$ cat src/rtl/int_req_ctrl_pkg.sv
// Shared definitions for the interrupt request controller.
//   state_e      : dispatch FSM encoding
//   N_IRQ_DEF    : default number of external interrupt lines
//   cause_width  : width of the cause ID for a given line count
//   lowest_set   : fixed-priority encoder, lowest set index wins
package int_req_ctrl_pkg;

    localparam int N_IRQ_DEF = 8;

    typedef enum logic [1:0] {
        ST_IDLE    = 2'd0,
        ST_REQ     = 2'd1,
        ST_SERVICE = 2'd2
    } state_e;

    // A single line still needs a 1-bit cause field.
    function automatic int cause_width(input int n);
        return (n <= 2) ? 1 : $clog2(n);
    endfunction

    // Scans downward so the last hit is the lowest index.
    function automatic logic [4:0] lowest_set(input logic [31:0] vec);
        logic [4:0] idx;
        idx = '0;
        for (int i = 31; i >= 0; i--) begin
            if (vec[i]) idx = 5'(i);
        end
        return idx;
    endfunction

endpackage

$ cat src/rtl/int_req_ctrl_sync.sv
// One external IRQ line: SYNC_STAGES-deep synchroniser followed by a
// rising-edge detector.
//   clk      : system clock
//   reset    : asynchronous active-low reset
//   irq_in   : raw line, asynchronous to clk
//   edge_out : one-cycle pulse on a synchronised 0->1 transition
module irq_sync_edge #(
    parameter int SYNC_STAGES = 2
) (
    input  logic clk,
    input  logic reset,
    input  logic irq_in,
    output logic edge_out
);

    logic [SYNC_STAGES-1:0] sync_q, sync_d;
    logic                   prev_q, prev_d;

    always_comb begin
        sync_d = {sync_q[SYNC_STAGES-2:0], irq_in};
        prev_d = sync_q[SYNC_STAGES-1];
    end

    always_ff @(posedge clk or negedge reset) begin
        if (!reset) begin
            sync_q <= '0;
            prev_q <= 1'b0;
        end else begin
            sync_q <= sync_d;
            prev_q <= prev_d;
        end
    end

    assign edge_out = sync_q[SYNC_STAGES-1] & ~prev_q;

endmodule

$ cat src/rtl/int_req_ctrl.sv
// Interrupt request controller feeding the PC/interrupt sequencing stage.
// Latches synchronised rising edges into a pending register, gates them with
// a CPU-writable mask and dispatches the lowest-index eligible source as a
// one-cycle INT plus cause ID. No further dispatch until RFE is seen.
//   clk, reset              : clock, asynchronous active-low reset
//   irq                     : external level lines
//   mask_we / mask_wdata    : mask register write (1 = enabled)
//   pend_clr_we / pend_clr  : software clear of pending bits
//   RFE                     : return-from-exception pulse
//   INT, int_cause, int_busy: dispatch outputs (registered)
//   mask, pending           : current register contents
//
// state      | meaning
// -----------+-------------------------------------------------
// ST_IDLE    | no source in service; dispatch when eligible != 0
// ST_REQ     | INT cycle, lasts exactly one clock; RFE ignored
// ST_SERVICE | waiting for RFE; new edges keep accumulating
module int_req_ctrl
    import int_req_ctrl_pkg::*;
#(
    parameter int N_IRQ       = N_IRQ_DEF,
    parameter int SYNC_STAGES = 2,
    parameter int CAUSE_W     = cause_width(N_IRQ)
) (
    input  logic               clk,
    input  logic               reset,
    input  logic [N_IRQ-1:0]   irq,
    input  logic               mask_we,
    input  logic [N_IRQ-1:0]   mask_wdata,
    input  logic               pend_clr_we,
    input  logic [N_IRQ-1:0]   pend_clr,
    input  logic               RFE,
    output logic               INT,
    output logic [CAUSE_W-1:0] int_cause,
    output logic               int_busy,
    output logic [N_IRQ-1:0]   mask,
    output logic [N_IRQ-1:0]   pending
);

    logic [N_IRQ-1:0]   edge_det;
    logic [N_IRQ-1:0]   eligible;
    logic [N_IRQ-1:0]   disp_clr;
    logic [N_IRQ-1:0]   sw_clr;
    logic [4:0]         winner;

    state_e             state_q, state_d;
    logic               int_q, int_d;
    logic               busy_q, busy_d;
    logic [CAUSE_W-1:0] cause_q, cause_d;
    logic [N_IRQ-1:0]   mask_q, mask_d;
    logic [N_IRQ-1:0]   pending_q, pending_d;

    for (genvar g = 0; g < N_IRQ; g++) begin : g_line
        irq_sync_edge #(
            .SYNC_STAGES (SYNC_STAGES)
        ) u_sync (
            .clk      (clk),
            .reset    (reset),
            .irq_in   (irq[g]),
            .edge_out (edge_det[g])
        );
    end

    // Dispatch looks at the registered mask, so a same-cycle mask write
    // only takes effect from the next cycle.
    assign eligible = pending_q & mask_q;
    assign winner   = lowest_set(32'(eligible));
    assign sw_clr   = pend_clr_we ? pend_clr : '0;

    always_comb begin
        state_d  = state_q;
        int_d    = 1'b0;
        busy_d   = busy_q;
        cause_d  = cause_q;
        disp_clr = '0;
        case (state_q)
            ST_IDLE: begin
                if (|eligible) begin
                    state_d  = ST_REQ;
                    int_d    = 1'b1;
                    busy_d   = 1'b1;
                    cause_d  = CAUSE_W'(winner);
                    disp_clr = N_IRQ'(1) << winner;
                end
            end
            ST_REQ:     state_d = ST_SERVICE;
            ST_SERVICE: begin
                if (RFE) begin
                    busy_d  = 1'b0;
                    state_d = ST_IDLE;
                end
            end
            default:    state_d = ST_IDLE;
        endcase

        // Edge is OR-ed in last so a fresh edge survives any clear.
        pending_d = (pending_q & ~disp_clr & ~sw_clr) | edge_det;
        mask_d    = mask_we ? mask_wdata : mask_q;
    end

    always_ff @(posedge clk or negedge reset) begin
        if (!reset) begin
            state_q   <= ST_IDLE;
            int_q     <= 1'b0;
            busy_q    <= 1'b0;
            cause_q   <= '0;
            mask_q    <= '0;
            pending_q <= '0;
        end else begin
            state_q   <= state_d;
            int_q     <= int_d;
            busy_q    <= busy_d;
            cause_q   <= cause_d;
            mask_q    <= mask_d;
            pending_q <= pending_d;
        end
    end

    assign INT       = int_q;
    assign int_cause = cause_q;
    assign int_busy  = busy_q;
    assign mask      = mask_q;
    assign pending   = pending_q;

endmodule

$ cat config.mk
export PLATFORM = sky130hd
export DESIGN_NAME = int_req_ctrl
export DESIGN_NICKNAME = d
export VERILOG_FILES = /design/src/rtl/int_req_ctrl_pkg.sv /design/src/rtl/int_req_ctrl_sync.sv /design/src/rtl/int_req_ctrl.sv
export SDC_FILE = /design/constraint.sdc
export NUM_CORES = 1
export LEC_CHECK = 0
export CORE_MARGIN = 3
export CORE_UTILIZATION = 45
export CTS_BUF_LIST = sky130_fd_sc_hd__clkbuf_8
export DETAILED_ROUTE_END_ITERATION = 10
export PLACE_DENSITY = 0.8
export REMOVE_ABC_BUFFERS = 1
export SYNTH_ARGS = -nofsm -noshare
export SYNTH_HDL_FRONTEND = slang
export SYNTH_SLANG_ARGS = --single-unit
export TNS_END_PERCENT = 10
$ cat constraint.sdc
create_clock -name clk -period 2.5 [get_ports clk]
set_input_delay 0.5 -clock clk [delete_from_list [all_inputs] [get_ports clk]]
set_output_delay 0.5 -clock clk [all_outputs]
set_load 0.02 [all_outputs]
==> results.md, run 1 <==
* Synth area leaders: dfrtp_1 (68%), mux2_2 (5.2%), nand2_1 (5.0%), a32o_1 (2.3%), a22oi_2 (2.2%)
* Routability congestion estimate at 0.882
* Worst Path Arrival at 1.43 ns
* # diodes at 0
* Site row count at 21
* Sequential fraction of the synthesis area at 68.4%
* Setup violations, final at 0
* # fillers at 264
* Peak VDD IR at 572 uV
* Top FF cell, synth: dfrtp_1
* Vias in the first global route at 1,262
* Final WL at 3820 um
* Core ar. at 3490 sq um
* Detailed Routing Iterations Pass 1 at 4
* Fin crit share at 77.0%
* Setup CP Type: reg -> out
* CP startpoint: mask[7]$_DFFE_PN0P_
* Synth async-reset ratio at 100%
* Maximum clock frequency at 519 MHz
* DR iter-0 viols at 72
* Largest net degree at the start of global routing at 48
* Hold_buf cts at 0
* Total track usage at 18.6%
* Area grow syn2layout at 38.2%
* Vias post-DR at 1,247
* Post-synth EDFFs at 0
* CTS resizes at 0
* Setup crit end: mask[7]
* R2R Setup Slk at 0.98 ns
* Crit-path leading delay family: buffers and inverters
* Wire length per cell at 16.3 um
* Clk buf depth at 2
* Critical path's slowest cell: clkdlybuf4s50_1
* DP Area at 2260 sq um
* PwrDens at 921 nW/um^2
* Clock Sinks at 47
* Post-synthesis cell count at 132
* Clock Pin Slew Worst Setup and Hold Paths at 0.08 ns
* Levels on crit path at 1
* CTS tree: done
* Fin. max-slew vios at 0
* I/O pin total at 50
* Outcome: finished clean
* Clk Tree Root Cell: clkbuf_8
* DIE AREA at 4600 sq um
* Hold Crit Class: in -> async
* Initial antenna violation count at 0
* Warnings, synthesis at 0
* NumNets Final at 216
* Post-synthesis register bit count at 47
* CP bufs+invs at 1
* Syn Area/Cell at 13.0 sq um
* Critical Path Source Type: register
* Post-DRT Antenna Nets at 0
* Cell Area, Synth at 1720 sq um
* Die width at 67.8 um
* Initial Utilization at 49.2%
* Critical Path Sink Type: primary output
* FF-to-FF End: pending[5]$_DFF_PN0_
* Fin. Hold Viols at 0
* Total gr overflow at 0
* H-Tree Depth at 2
* Via-to-Cell Ratio at 5.33
* Unrepaired setup endpoints after global routing: false
* Layout cells sized above 1 at 13.3%
* DP Wirelength at 2730 um
* Final instance area at 2380 sq um
* Crit path time final at 1.93 ns
* Hold WS at 0.274 ns
* DRC Markers at 0
* Leakage dissipation at 1.03 nW
* Clock Skews at 0.00459 ns
* Port Buf Inserts at 49
* Multi-input gate area in the final layout at 494 sq um
* Crit path max fanout at 4
* Post-CTS setup buffers at 0
* Slew @ Worst Pin at 0.563 ns
* CP Data Required Time at 2.00 ns
* Register area at 1180 sq um
* Yosys top cell by area: dfrtp_1
* Max-cap violations at 0
* Post-synth cell types at 29
* Critical R2R Launch: pending[2]$_DFF_PN0_
* TNS Setup at 0 ns
* First-pass GRT wire length at 6090 um
* Critical Path, Cell by Cell: clkdlybuf4s50_1
* Synth top area share at 68.4%
* Slew headroom at 62.5%
* CTS buffer count at 5
* Reg2Reg Depth at 4
* Die height at 67.8 um
* Largest stage delay, worst path at 0.66 ns
* Clk_lat worst skew at 0.30 ns
-- report_power, final --
group / switching [mW] / internal [mW] / leakage [nW] / total (mW)
Combinational: 0.325 / 0.304 / 0.427 / 0.630
Sequential: 0.119 / 0.876 / 0.546 / 0.995
Clock: 0.241 / 0.323 / 0.0612 / 0.564
Total: 0.685 / 1.50 / 1.03 / 2.19
-- worst min-delay path by stage --
stage | startpoint | to | slack, ns | cells after the start
after floorplan | reset | INT$_DFF_PN0_ | 0.20 | 0
after global placement | g_line[3].u_sync.sync_q[0]$_DFF_PN0_ | g_line[3].u_sync.sync_q[1]$_DFF_PN0_ | 0.33 | 0
after detailed placement | g_line[2].u_sync.sync_q[0]$_DFF_PN0_ | g_line[2].u_sync.sync_q[1]$_DFF_PN0_ | 0.33 | 0
after CTS | reset | g_line[4].u_sync.sync_q[1]$_DFF_PN0_ | 0.30 | 2
after global routing | reset | g_line[4].u_sync.sync_q[1]$_DFF_PN0_ | 0.32 | 2
final | reset | g_line[4].u_sync.sync_q[1]$_DFF_PN0_ | 0.27 | 2
-- through the flow --
stage          power [mW]  util [%]  instances  setup slack (ns)
2_1_floorplan        1.32         -        130              1.10
3_3_place_gp         1.60      64.6        226             0.803
4_1_cts              2.20      68.0        234             0.570
6_report             2.19      68.0        234             0.574
5_1_grt              2.29      68.0        234             0.531
3_5_place_dp         1.63      64.6        226             0.723
-- registers in the layout, indices dropped and copies added, names as in the netlist --
signal                flops
int_busy                  1
g_line.u_sync.prev_q      8
mask                      8
INT                       1
pending                   8
state_q                   2
g_line.u_sync.sync_q     16
int_cause                 3
-- layout make-up --
type                            count  share of cell area, %
Sequential cell                    47                   49.5
Multi-Input combinational cell     73                   20.8
Timing Repair Buffer               50                   20.7
Clock buffer                        6                   3.48
Tap cell                           46                   2.42
Inverter                           10                   1.58
Clock inverter                      2                   1.47
-- Yosys cell counts (2+ instances only) --
cell type,instances
a32o_1,4
o21ai_1,5
nand3_1,4
dfrtp_1,47
mux2_2,8
a22oi_2,3
inv_1,10
a21oi_1,4
nand2_1,23
nand2b_1,2
o21ai_0,4
-- logic make-up (layout without fill, tap and decap cells) --
kind of cell           count (synthesis)  in the layout  share of synthesized area (%)
and+or+nand+nor                       36             36                           9.68
buffers and inverters                 12             68                           2.84
AOI/OAI and AO/OA                     28             28                           13.2
DFF                                   47             47                           68.4
muxes                                  9              9                           5.82
-- placed cells by master (no fill, tap or decap), types with 2 or more instances in the layout --
cell,synthesis,routed
inv_1,10,10
dfrtp_1,47,47
nand2b_1,2,2
nand3_1,4,4
a21oi_1,4,4
clkbuf_8,0,6
o21ai_1,5,5
mux2_2,8,8
a22oi_2,3,3
nand2_1,23,23
clkdlybuf4s50_1,0,48
o21ai_0,4,4
a32o_1,4,4
-- per-layer routing --
metal | global-route usage [%] | up-vias | routed length [um]
li1 | - | 565 | -
met1 | 22.4 | 619 | 1510
met2 | 32.1 | 50 | 1970
met3 | 4.27 | 13 | 227
met4 | 7.69 | 0 | 101
met5 | 0 | - | 0
Note: power is estimated with default switching activity, not from simulation.
==> run 2, diff against run 1 <==
clock period = 1.9 ns   (was 2.5 ns; I/O delays follow)
==> run 2 against run 1 <==
Effect of this change:
- via count down 3.2%
- largest cell class unchanged
- power up 26%
- sequential share of layout area up 0.13 points
- wire length down 2.6%
- worst setup slack worse by 0.48 ns
- hold slack worse by 0.20 ns
- critical path depth unchanged
- die area unchanged
- non-clock buffer count unchanged
- final cell count unchanged
==> results.md, run 2 (synthesized netlist as in run 1, its figures left out) <==
* Outcome: finished clean
* Max reg flops at 16
* Crit path max fanout at 4
* Hold Crit Class: in -> async
* Unrepaired setup endpoints after global routing: false
* Wire length per cell at 15.9 um
* Setup violations, final at 0
* Clock Pin Slew Worst Setup and Hold Paths at 0.09 ns
* DP Area at 2270 sq um
* Vias post-DR at 1,207
* Clk buf depth at 2
* Leakage dissipation at 1.02 nW
* Initial Utilization at 49.2%
* DRC Markers at 0
* Slew headroom at 60.9%
* PwrDens at 1160 nW/um^2
* TNS Setup at 0 ns
* # diodes at 0
* Clk Tree Root Cell: clkbuf_8
* Critical R2R Launch: pending[2]$_DFF_PN0_
* Total gr overflow at 0
* Reg2Reg Depth at 4
* Crit-path leading delay family: buffers and inverters
* R2R Setup Slk at 0.36 ns
* Total track usage at 18.8%
* DP Wirelength at 2830 um
* Fin. Hold Viols at 0
* FF-to-FF End: pending[5]$_DFF_PN0_
* Net Sw Frac at 32.9%
* Crit path time final at 1.81 ns
* Clock Skews at 0.00588 ns
* Clock power share at 22.6%
* Critical Path Source Type: register
* I/O pin total at 50
* Hold WS at 0.0706 ns
* Critical path's slowest cell: clkdlybuf4s50_1
* CTS resizes at 0
* Final instance area at 2370 sq um
* Setup CP Type: reg -> out
* Detailed Routing Iterations Pass 1 at 4
* CTS tree: done
* CTS buffer count at 5
* Fin crit share at 95.2%
* Critical Path Sink Type: primary output
* Most frequent cells in the layout: clkdlybuf4s50_1 (48), dfrtp_1 (47), nand2_1 (23)
* Core ar. at 3490 sq um
* Fin. max-slew vios at 0
* Initial antenna violation count at 0
* First-pass GRT wire length at 6120 um
* CP Data Required Time at 1.52 ns
* Max-cap violations at 0
* DIE AREA at 4600 sq um
* Top reg by flops: g_line.u_sync.sync_q
* Via-to-Cell Ratio at 5.16
* Routability congestion estimate at 0.900
* Die width at 67.8 um
* Largest stage delay, worst path at 0.66 ns
* Layout cells sized above 1 at 13.3%
* H-Tree Depth at 2
* Maximum clock frequency at 553 MHz
* CP bufs+invs at 1
* P_int at 1.85 mW
* Sequential share of power at 47.4%
* Clk_lat worst skew at 0.30 ns
* Sw power at 0.908 mW
* Vias in the first global route at 1,268
* Commonest non-fill, non-tap cell in the layout: clkdlybuf4s50_1
* Post-CTS setup buffers at 0
* Port Buf Inserts at 49
* Comb pwr share at 29.9%
* Worst Path Arrival at 1.43 ns
* NumNets Final at 216
* Largest net degree at the start of global routing at 26
* Area grow syn2layout at 37.8%
* Peak VDD IR at 677 uV
* Clock Sinks at 47
* Post-DRT Antenna Nets at 0
* Final WL at 3710 um
* Critical Path, Cell by Cell: clkdlybuf4s50_1
* DR iter-0 viols at 65
* Slew @ Worst Pin at 0.586 ns
* Site row count at 21
* Die height at 67.8 um
* Hold_buf cts at 0
[run 2: cell count changes in the layout (fill, tap and decap cells not counted)]
| cell | delta |
|---|---|
| clkinvlp_4 | +1 |
| clkinv_4 | +1 |
| buf_4 | -1 |
| clkinv_2 | -1 |
| buf_12 | +1 |
| bufinv_16 | -1 |
[run 2: layer usage]
metal / GRT usage [%] / part of all wire, % / routed length (um) / up-vias
met5: 0 / 0 / 0 / -
met1: 23.5 / 43 / 1580 / 608
met4: 9.68 / 1.3 / 50 / 0
met2: 30.9 / 52 / 1930 / 30
met3: 4.11 / 4.0 / 148 / 4
li1: - / - / - / 565
[run 2: worst max-delay path by stage]
stage / from / endpoint / slack [ns] / depth (start not counted)
2_1_floorplan: pending[2]$_DFF_PN0_ / pending[4]$_DFF_PN0_ / 0.50 / 4
3_3_place_gp: mask_we / mask[4]$_DFFE_PN0P_ / 0.33 / 2
3_5_place_dp: mask_we / mask[6]$_DFFE_PN0P_ / 0.25 / 2
4_1_cts: mask[7]$_DFFE_PN0P_ / mask[7] / 0.08 / 1
5_1_grt: mask[7]$_DFFE_PN0P_ / mask[7] / 0.04 / 1
6_report: mask[7]$_DFFE_PN0P_ / mask[7] / 0.09 / 1
[run 2: metrics by stage]
step           utilization, %  instances  power [mW]  setup WS, ns
5_1_grt                  67.8        234        2.92        0.0418
4_1_cts                  67.8        234        2.78        0.0799
3_3_place_gp             65.0        226        2.11         0.329
3_5_place_dp             65.0        226        2.16         0.255
2_1_floorplan               -        130        1.74         0.499
6_report                 67.8        234        2.76        0.0908
[run 2: area by class of cell]
| cell class | count | area (sq um) |
|---|---|---|
| Sequential cell | 47 | 1180 |
| Timing Repair Buffer | 50 | 505 |
| Fill cell | 256 | 1120 |
| Multi-Input combinational cell | 73 | 494 |
| Tap cell | 46 | 57.6 |
| Inverter | 10 | 37.5 |
| Clock inverter | 2 | 16.3 |
| Clock buffer | 6 | 82.6 |
[run 2: power groups by stage]
stage	registers, mW	clock network [mW]	logic [mW]
2_1_floorplan	1.42	0	0.319
3_3_place_gp	1.31	0	0.803
3_5_place_dp	1.33	0	0.829
4_1_cts	1.31	0.636	0.833
5_1_grt	1.33	0.687	0.901
6_report	1.31	0.625	0.827
